--- src/rtl/prog_mem_loader_if.sv ---
// -----------------------------------------------------------------------------
// prog_mem_loader_if
//
// Bundles the CPU fetch port and the program-load byte stream of
// prog_mem_loader. Clock and reset stay plain ports on the module.
//
// Signals
//   address    [3:0]  fetch address from the CPU program counter
//   instr      [7:0]  instruction word at address (combinational read)
//   prog_en           level request to enter program-load mode
//   load_valid        load_data holds a valid byte
//   load_data  [7:0]  program byte to write
//   load_ready        loader accepts a byte this cycle
//   load_done         all 16 words written by the last load (sticky)
//   load_err          last load aborted before 16 words (sticky)
//   cpu_run           CPU may execute; drives the CPU's active-low reset
//
// Handshake: a byte transfers on a rising clk edge where load_valid and
// load_ready are both 1. load_ready depends only on the loader's state
// register, never on load_valid, so the source may hold or change
// load_data/load_valid freely between transfers.
//
// Modports
//   master : the side supplying address and the load stream (CPU + host)
//   slave  : the loader itself
// -----------------------------------------------------------------------------
interface prog_mem_loader_if;
  logic [3:0] address;
  logic [7:0] instr;
  logic       prog_en;
  logic       load_valid;
  logic [7:0] load_data;
  logic       load_ready;
  logic       load_done;
  logic       load_err;
  logic       cpu_run;

  modport master (
    output address,
    output prog_en,
    output load_valid,
    output load_data,
    input  instr,
    input  load_ready,
    input  load_done,
    input  load_err,
    input  cpu_run
  );

  modport slave (
    input  address,
    input  prog_en,
    input  load_valid,
    input  load_data,
    output instr,
    output load_ready,
    output load_done,
    output load_err,
    output cpu_run
  );
endinterface

--- src/rtl/prog_mem_loader.sv ---
// -----------------------------------------------------------------------------
// prog_mem_loader
//
// 16 x 8 program memory for a small CPU with a byte-stream loader in front
// of it. The CPU reads instr = mem[address] combinationally at all times.
// While prog_en is high the loader holds the CPU in reset (cpu_run = 0) and
// writes incoming bytes to consecutive words starting at word 0.
//
// Ports
//   clk        rising-edge clock
//   reset      asynchronous, active-high reset
//   bus        prog_mem_loader_if.slave (fetch port + load stream)
//   dbg_state  current FSM state (0 = RUN, 1 = LOAD, 2 = DONE)
//
// Configuration
//   PROG_MEM_DEFAULT_ROM_EN  when defined, reset loads a small boot image
//                            (B1 01 F0 followed by zeros); otherwise reset
//                            clears all 16 words to 00.
//
// States
//   RUN  : CPU runs, memory is read-only. prog_en=1 moves to LOAD and
//          clears the write pointer and both status flags.
//   LOAD : load_ready=1; each handshake writes mem[wr_ptr] and bumps
//          wr_ptr. The write of word 15 completes the load (-> DONE).
//          prog_en=0 here aborts back to RUN with load_err set; a byte
//          presented on that same edge is still written.
//   DONE : load complete, further bytes ignored; waits for prog_en=0.
// -----------------------------------------------------------------------------
module prog_mem_loader (
  input  logic                clk,
  input  logic                reset,
  prog_mem_loader_if.slave    bus,
  output logic [1:0]          dbg_state
);

  typedef enum logic [1:0] {
    ST_RUN  = 2'd0,
    ST_LOAD = 2'd1,
    ST_DONE = 2'd2
  } state_t;

  // Reset contents, word 0 in the least significant byte.
`ifdef PROG_MEM_DEFAULT_ROM_EN
  localparam logic [127:0] RESET_IMAGE = {
    8'h00, 8'h00, 8'h00, 8'h00, 8'h00, 8'h00, 8'h00, 8'h00,
    8'h00, 8'h00, 8'h00, 8'h00, 8'h00, 8'hF0, 8'h01, 8'hB1
  };
`else
  localparam logic [127:0] RESET_IMAGE = '0;
`endif

  state_t     state;
  state_t     next_state;
  logic [7:0] mem [16];
  logic [3:0] wr_ptr;
  logic       load_done_q;
  logic       load_err_q;
  logic       cpu_run_q;

  logic       wr_en;
  logic       last_word;

  // load_ready is a pure state decode, so the write enable only needs the
  // source's valid on top of it.
  assign wr_en     = (state == ST_LOAD) && bus.load_valid;
  assign last_word = (wr_ptr == 4'hF);

  // ---------------------------------------------------------------------------
  // Next-state decode. cpu_run is registered from this, so it changes on the
  // very edge that enters or leaves RUN.
  // ---------------------------------------------------------------------------
  always_comb begin
    next_state = state;
    case (state)
      ST_RUN: begin
        if (bus.prog_en) next_state = ST_LOAD;
      end
      ST_LOAD: begin
        if (!bus.prog_en)           next_state = ST_RUN;
        else if (wr_en && last_word) next_state = ST_DONE;
      end
      ST_DONE: begin
        if (!bus.prog_en) next_state = ST_RUN;
      end
      default: next_state = ST_RUN;
    endcase
  end

  // ---------------------------------------------------------------------------
  // State, pointer, flags and storage.
  // ---------------------------------------------------------------------------
  always_ff @(posedge clk or posedge reset) begin
    if (reset) begin
      state       <= ST_RUN;
      wr_ptr      <= 4'd0;
      load_done_q <= 1'b0;
      load_err_q  <= 1'b0;
      cpu_run_q   <= 1'b0;
      for (int i = 0; i < 16; i++) begin
        mem[i] <= RESET_IMAGE[i*8 +: 8];
      end
    end else begin
      state     <= next_state;
      cpu_run_q <= (next_state == ST_RUN);

      if (wr_en) begin
        mem[wr_ptr] <= bus.load_data;
        wr_ptr      <= wr_ptr + 4'd1;   // wraps 15 -> 0 after the last word
      end

      case (state)
        ST_RUN: begin
          // Flags stay sticky in RUN until a new load starts.
          if (bus.prog_en) begin
            wr_ptr      <= 4'd0;
            load_done_q <= 1'b0;
            load_err_q  <= 1'b0;
          end
        end
        ST_LOAD: begin
          // If the final word lands on the same edge prog_en drops, the
          // image is complete, so report done rather than an abort.
          if (wr_en && last_word) begin
            load_done_q <= 1'b1;
          end else if (!bus.prog_en) begin
            load_err_q  <= 1'b1;
          end
        end
        default: ;
      endcase
    end
  end

  // ---------------------------------------------------------------------------
  // Outputs. instr is a plain mux so a word being written this cycle still
  // reads its old value until the write edge.
  // ---------------------------------------------------------------------------
  assign bus.instr      = mem[bus.address];
  assign bus.load_ready = (state == ST_LOAD);
  assign bus.load_done  = load_done_q;
  assign bus.load_err   = load_err_q;
  assign bus.cpu_run    = cpu_run_q;
  assign dbg_state      = state;

endmodule

--- src/flat_wrapper.sv ---
// flat-port wrapper written by rule: the top's interface ports become plain ports
module prog_mem_loader_flat 
  (clk, reset, dbg_state, bus_address, bus_prog_en, bus_load_valid, bus_load_data, bus_instr, bus_load_ready, bus_load_done, bus_load_err, bus_cpu_run);
  prog_mem_loader_if bus_i ();
  input  logic clk;
  input  logic reset;
  output logic [1:0] dbg_state;
  input wire logic [$bits(bus_i.address)-1:0] bus_address;
  input wire logic [$bits(bus_i.prog_en)-1:0] bus_prog_en;
  input wire logic [$bits(bus_i.load_valid)-1:0] bus_load_valid;
  input wire logic [$bits(bus_i.load_data)-1:0] bus_load_data;
  output wire logic [$bits(bus_i.instr)-1:0] bus_instr;
  output wire logic [$bits(bus_i.load_ready)-1:0] bus_load_ready;
  output wire logic [$bits(bus_i.load_done)-1:0] bus_load_done;
  output wire logic [$bits(bus_i.load_err)-1:0] bus_load_err;
  output wire logic [$bits(bus_i.cpu_run)-1:0] bus_cpu_run;
  assign bus_i.address = bus_address;
  assign bus_i.prog_en = bus_prog_en;
  assign bus_i.load_valid = bus_load_valid;
  assign bus_i.load_data = bus_load_data;
  assign bus_instr = bus_i.instr;
  assign bus_load_ready = bus_i.load_ready;
  assign bus_load_done = bus_i.load_done;
  assign bus_load_err = bus_i.load_err;
  assign bus_cpu_run = bus_i.cpu_run;
  prog_mem_loader u_core (.clk(clk), .reset(reset), .bus(bus_i), .dbg_state(dbg_state));
endmodule
--- config.mk ---
export PLATFORM = sky130hd
export DESIGN_NAME = prog_mem_loader_flat
export DESIGN_NICKNAME = d
export VERILOG_FILES = /design/src/rtl/prog_mem_loader_if.sv /design/src/rtl/prog_mem_loader.sv /design/src/flat_wrapper.sv
export SDC_FILE = /design/constraint.sdc
export NUM_CORES = 1
export LEC_CHECK = 0
export CAP_MARGIN = 5
export CORE_MARGIN = 2
export CORE_UTILIZATION = 35
export CTS_BUF_LIST = sky130_fd_sc_hd__clkbuf_8
export DETAILED_ROUTE_END_ITERATION = 10
export DONT_BUFFER_PORTS = 1
export PLACE_DENSITY = 0.57
export SETUP_SLACK_MARGIN = 0.4
export SLEW_MARGIN = 20
export SYNTH_ARGS = -nofsm -noshare
export SYNTH_HDL_FRONTEND = slang
export SYNTH_SLANG_ARGS = --single-unit
--- constraint.sdc ---
create_clock -name clk -period 5.41 [get_ports clk]
set_input_delay 1.082 -clock clk [delete_from_list [all_inputs] [get_ports clk]]
set_output_delay 1.082 -clock clk [all_outputs]
set_load 0.03 [all_outputs]
==> impl_metrics.csv <==
group,metric,value,unit
power,leakage_power_total,3.20,nW
placement,gp_routability_congestion,0.727,
floorplan,start_util,35.5,%
worst_hold_path,holdCritStartpoint,"u_core.mem[107]",
routing,wl,13700,microns
finish,design.final.nets,427,
sta,timing.max_slew.rel_slack,27.9,%
floorplan,core,17800,sq um
sta,layout_min_cycle_time,3.24,ns
worst_setup_path,critical_path.reg2reg.endpoint,"u_core.mem[50]",
placement,placed_wire_length_estimate,8860,microns
routing,per_cell_via_count_in_the_routed_design,5.39,
sta,drv_slew,0,
sta,achievable-frequency,309,MHz
worst_setup_path,setup.worst_path.end_class,"primary output",
routing,detail_route.drc_violations,0,
clock_network,cts_max_level,4,
sta,rsz0062_at_grt,"no",
global_route,largest_net_degree_at_the_start_of_global_routing,89,
floorplan,dieArea,19200,sq um
clock_network,cts_sinks,137,
clock_network,inserted_clock_buffers,17,
routing,routed_wire_length_per_instance,21.0,microns
clock_network,cts_tree,"built",
clock_network,clkSlewWorstSetupHoldPaths,0.07,ns
yosys,seq_area_frac_synth,54.2,%
worst_setup_path,cp_max_fo,8,
yosys,synth-async-reset-ratio,100,%
yosys,netlist.area_leader.share,54.2,%
yosys,post-synth-top-area-cell,"sky130_fd_sc_hd__dfrtp_1",
yosys,synthTopCellsByCount,"sky130_fd_sc_hd__dfrtp_1 (137), sky130_fd_sc_hd__mux2_2 (127), sky130_fd_sc_hd__mux4_2 (32)",
worst_hold_path,worstHoldEndpoint,"u_core.mem[107]",
routing,routed-via-count,3498,
power,pwr_density_cell,339,nW/um^2
yosys,post_synthesis_instance_area,6320,sq um
sta,final_hold_slack,0.503,ns
yosys,total_of_flip_flops_plus_latches_after_synthesis,137,
floorplan,floorplan.die.width,138,microns
global_route,grt-ovfl-total,0,
yosys,synthCells,413,
worst_setup_path,crit_arrival,2.15,ns
worst_setup_path,worstSetupPathType,"input pin to primary output",
clock_network,cts_root_buf,"sky130_fd_sc_hd__clkbuf_8",
yosys,yosysWarnings,0,
sta,worst-slew-pin-transition,1.08,ns
yosys,yosys_most_used_dff,"sky130_fd_sc_hd__dfrtp_1",
finish,layout.area.seq,3430,sq um
floorplan,placement_rows,49,
routing,drt-initial-drc-count,189,
placement,port_buffers,0,
routing,route.antenna.remaining_nets,0,
yosys,synth.most_common_cell,"sky130_fd_sc_hd__dfrtp_1",
sta,share_of_the_clock_period_used_by_the_worst_path_after_layout,59.8,%
power,ir_drop,0.000239,V
floorplan,ioPinCount,30,
global_route,groute.usage.overall,15.2,%
sta,totalNegativeSetupSlack,0,ns
clock_network,postCtsSetupBuffers,0,
finish,layout-area-overhead-vs-synth,9.50,%
worst_hold_path,min_delay_path_depth,1,
worst_hold_path,hold_path.class,"register to register",
worst_setup_path,r2r_setup_slack,2.97,ns
floorplan,floorplan.die.height,138,microns
sta,final_hold_viol_count,0,
worst_setup_path,crit_required,4.33,ns
yosys,avgSynthCellArea,15.3,sq um
global_route,grt_antenna_before_repair,0,
yosys,synth_enable_flop_cells,0,
yosys,synth.lib_cells_used.distinct,33,
clock_network,clock_latency_on_the_worst_skew_pair,0.45,ns
yosys,synth.area.top_cells,"sky130_fd_sc_hd__dfrtp_1 (54%), sky130_fd_sc_hd__mux2_2 (23%), sky130_fd_sc_hd__mux4_2 (11%)",
routing,firstDrtPassIters,4,
global_route,first_global_vias,3703,
flow_run,drv_cap,0,
finish,multiInputGateArea,2760,sq um
sta,setup_viol,0,
finish,antenna_cells,0,
global_route,wire_length_of_the_first_global_routing_pass,21900,microns
worst_setup_path,worstRegToRegCells,3,
clock_network,cts.repair.resized,0,
run_status,run_status,"finished clean",
clock_network,max-clock-path-buffers,2,
finish,fraction_of_layout_cells_with_a_size_suffix_above_1,48.8,%
yosys,postSynthNetCount,433,
sta,worst_clock_skew,0.00899,ns
finish,fillers,1614,
worst_setup_path,cp-start-kind,"input pin",
clock_network,post_cts_hold_buffer_count,0,
worst_setup_path,timing.rr.start,"u_core.dbg_state[0]",
report_power, final:
group          internal [mW]  switching, mW
logic                  0.164          0.116
clock network          0.477          0.379
registers               1.15         0.0669
total                   1.79          0.562
flip-flops by register name, indices dropped and copies added, names as in the netlist:
register / count
u_core.mem: 128
u_core.wr_ptr: 4
u_core.bus.load_err: 1
u_core.bus.cpu_run: 1
u_core.bus.load_done: 1
u_core.dbg_state: 2
logic make-up after synthesis:
logic type / count (synthesis) / share of synthesized area [%]
simple gates: 52 / 5.32
mux: 162 / 34.5
compound gates: 27 / 3.09
buf+inv: 31 / 2.10
fa+ha+maj: 4 / 0.791
flops: 137 / 54.2
per-stage QoR:
stage	util (%)	instance area, sq um	cells	setup WS [ns]	total power [mW]
4_1_cts	38.8	6930	649	2.17	2.38
3_3_place_gp	36.5	6510	617	2.25	1.50
6_report	38.8	6930	649	2.17	2.35
2_1_floorplan	-	6320	413	0.660	1.47
3_5_place_dp	36.5	6510	617	2.17	1.52
5_1_grt	38.8	6930	649	2.02	2.45
cell usage in the layout, fill, tap and decap left out, types with 2 or more instances in the layout:
cell type                   netlist  layout
sky130_fd_sc_hd__nor3b_4          2       2
sky130_fd_sc_hd__mux2_2         127     127
sky130_fd_sc_hd__or3_1            2       2
sky130_fd_sc_hd__buf_4            0       2
sky130_fd_sc_hd__nor2b_1          3       3
sky130_fd_sc_hd__nand2b_1         3       3
sky130_fd_sc_hd__nor2_1           8       8
sky130_fd_sc_hd__clkbuf_8         0      23
sky130_fd_sc_hd__mux4_2          32      32
sky130_fd_sc_hd__nor2_2           7       7
sky130_fd_sc_hd__dfrtp_1        137     137
sky130_fd_sc_hd__a22o_1           2       2
sky130_fd_sc_hd__inv_1            4       5
sky130_fd_sc_hd__nand3b_1         3       3
sky130_fd_sc_hd__a22oi_1         16      16
sky130_fd_sc_hd__nand2_1         16      16
sky130_fd_sc_hd__clkinv_2         0       4
sky130_fd_sc_hd__ha_1             4       4
sky130_fd_sc_hd__mux2i_1          2       2
sky130_fd_sc_hd__bufinv_16        0       2
sky130_fd_sc_hd__o21ai_0          5       5
worst max path at each step:
stage,startpoint,to,depth (start not counted)
3_3_place_gp,bus_address[3],bus_instr[0],3
4_1_cts,bus_address[3],bus_instr[3],3
3_5_place_dp,bus_address[3],bus_instr[3],3
2_1_floorplan,reset,u_core.bus.cpu_run,1
6_report,bus_address[3],bus_instr[3],3
5_1_grt,bus_address[3],bus_instr[4],3
cell type report:
| type | instances | share of cell area, % |
|---|---|---|
| clock buffer | 23 | 4.57 |
| clock inverter | 9 | 1.37 |
| inverter | 4 | 0.289 |
| multi-input combinational | 245 | 39.9 |
| sequential | 137 | 49.5 |
| tap | 229 | 4.14 |
| timing repair buffer | 2 | 0.217 |
metal layers:
layer | part of all wire (%) | GRT usage [%] | wire length, microns
met1 | 47 | 21.1 | 6370
met2 | 48 | 23.0 | 6520
met3 | 4.8 | 5.02 | 649
met4 | 0.90 | 4.19 | 123
met5 | 0 | 0 | 0
critical path, cell delays in order:
cell	delay (ns)
sky130_fd_sc_hd__nor2b_1	0.54
sky130_fd_sc_hd__a22oi_1	0.20
sky130_fd_sc_hd__nand2_1	0.33
(Power assumes the default switching activity.)
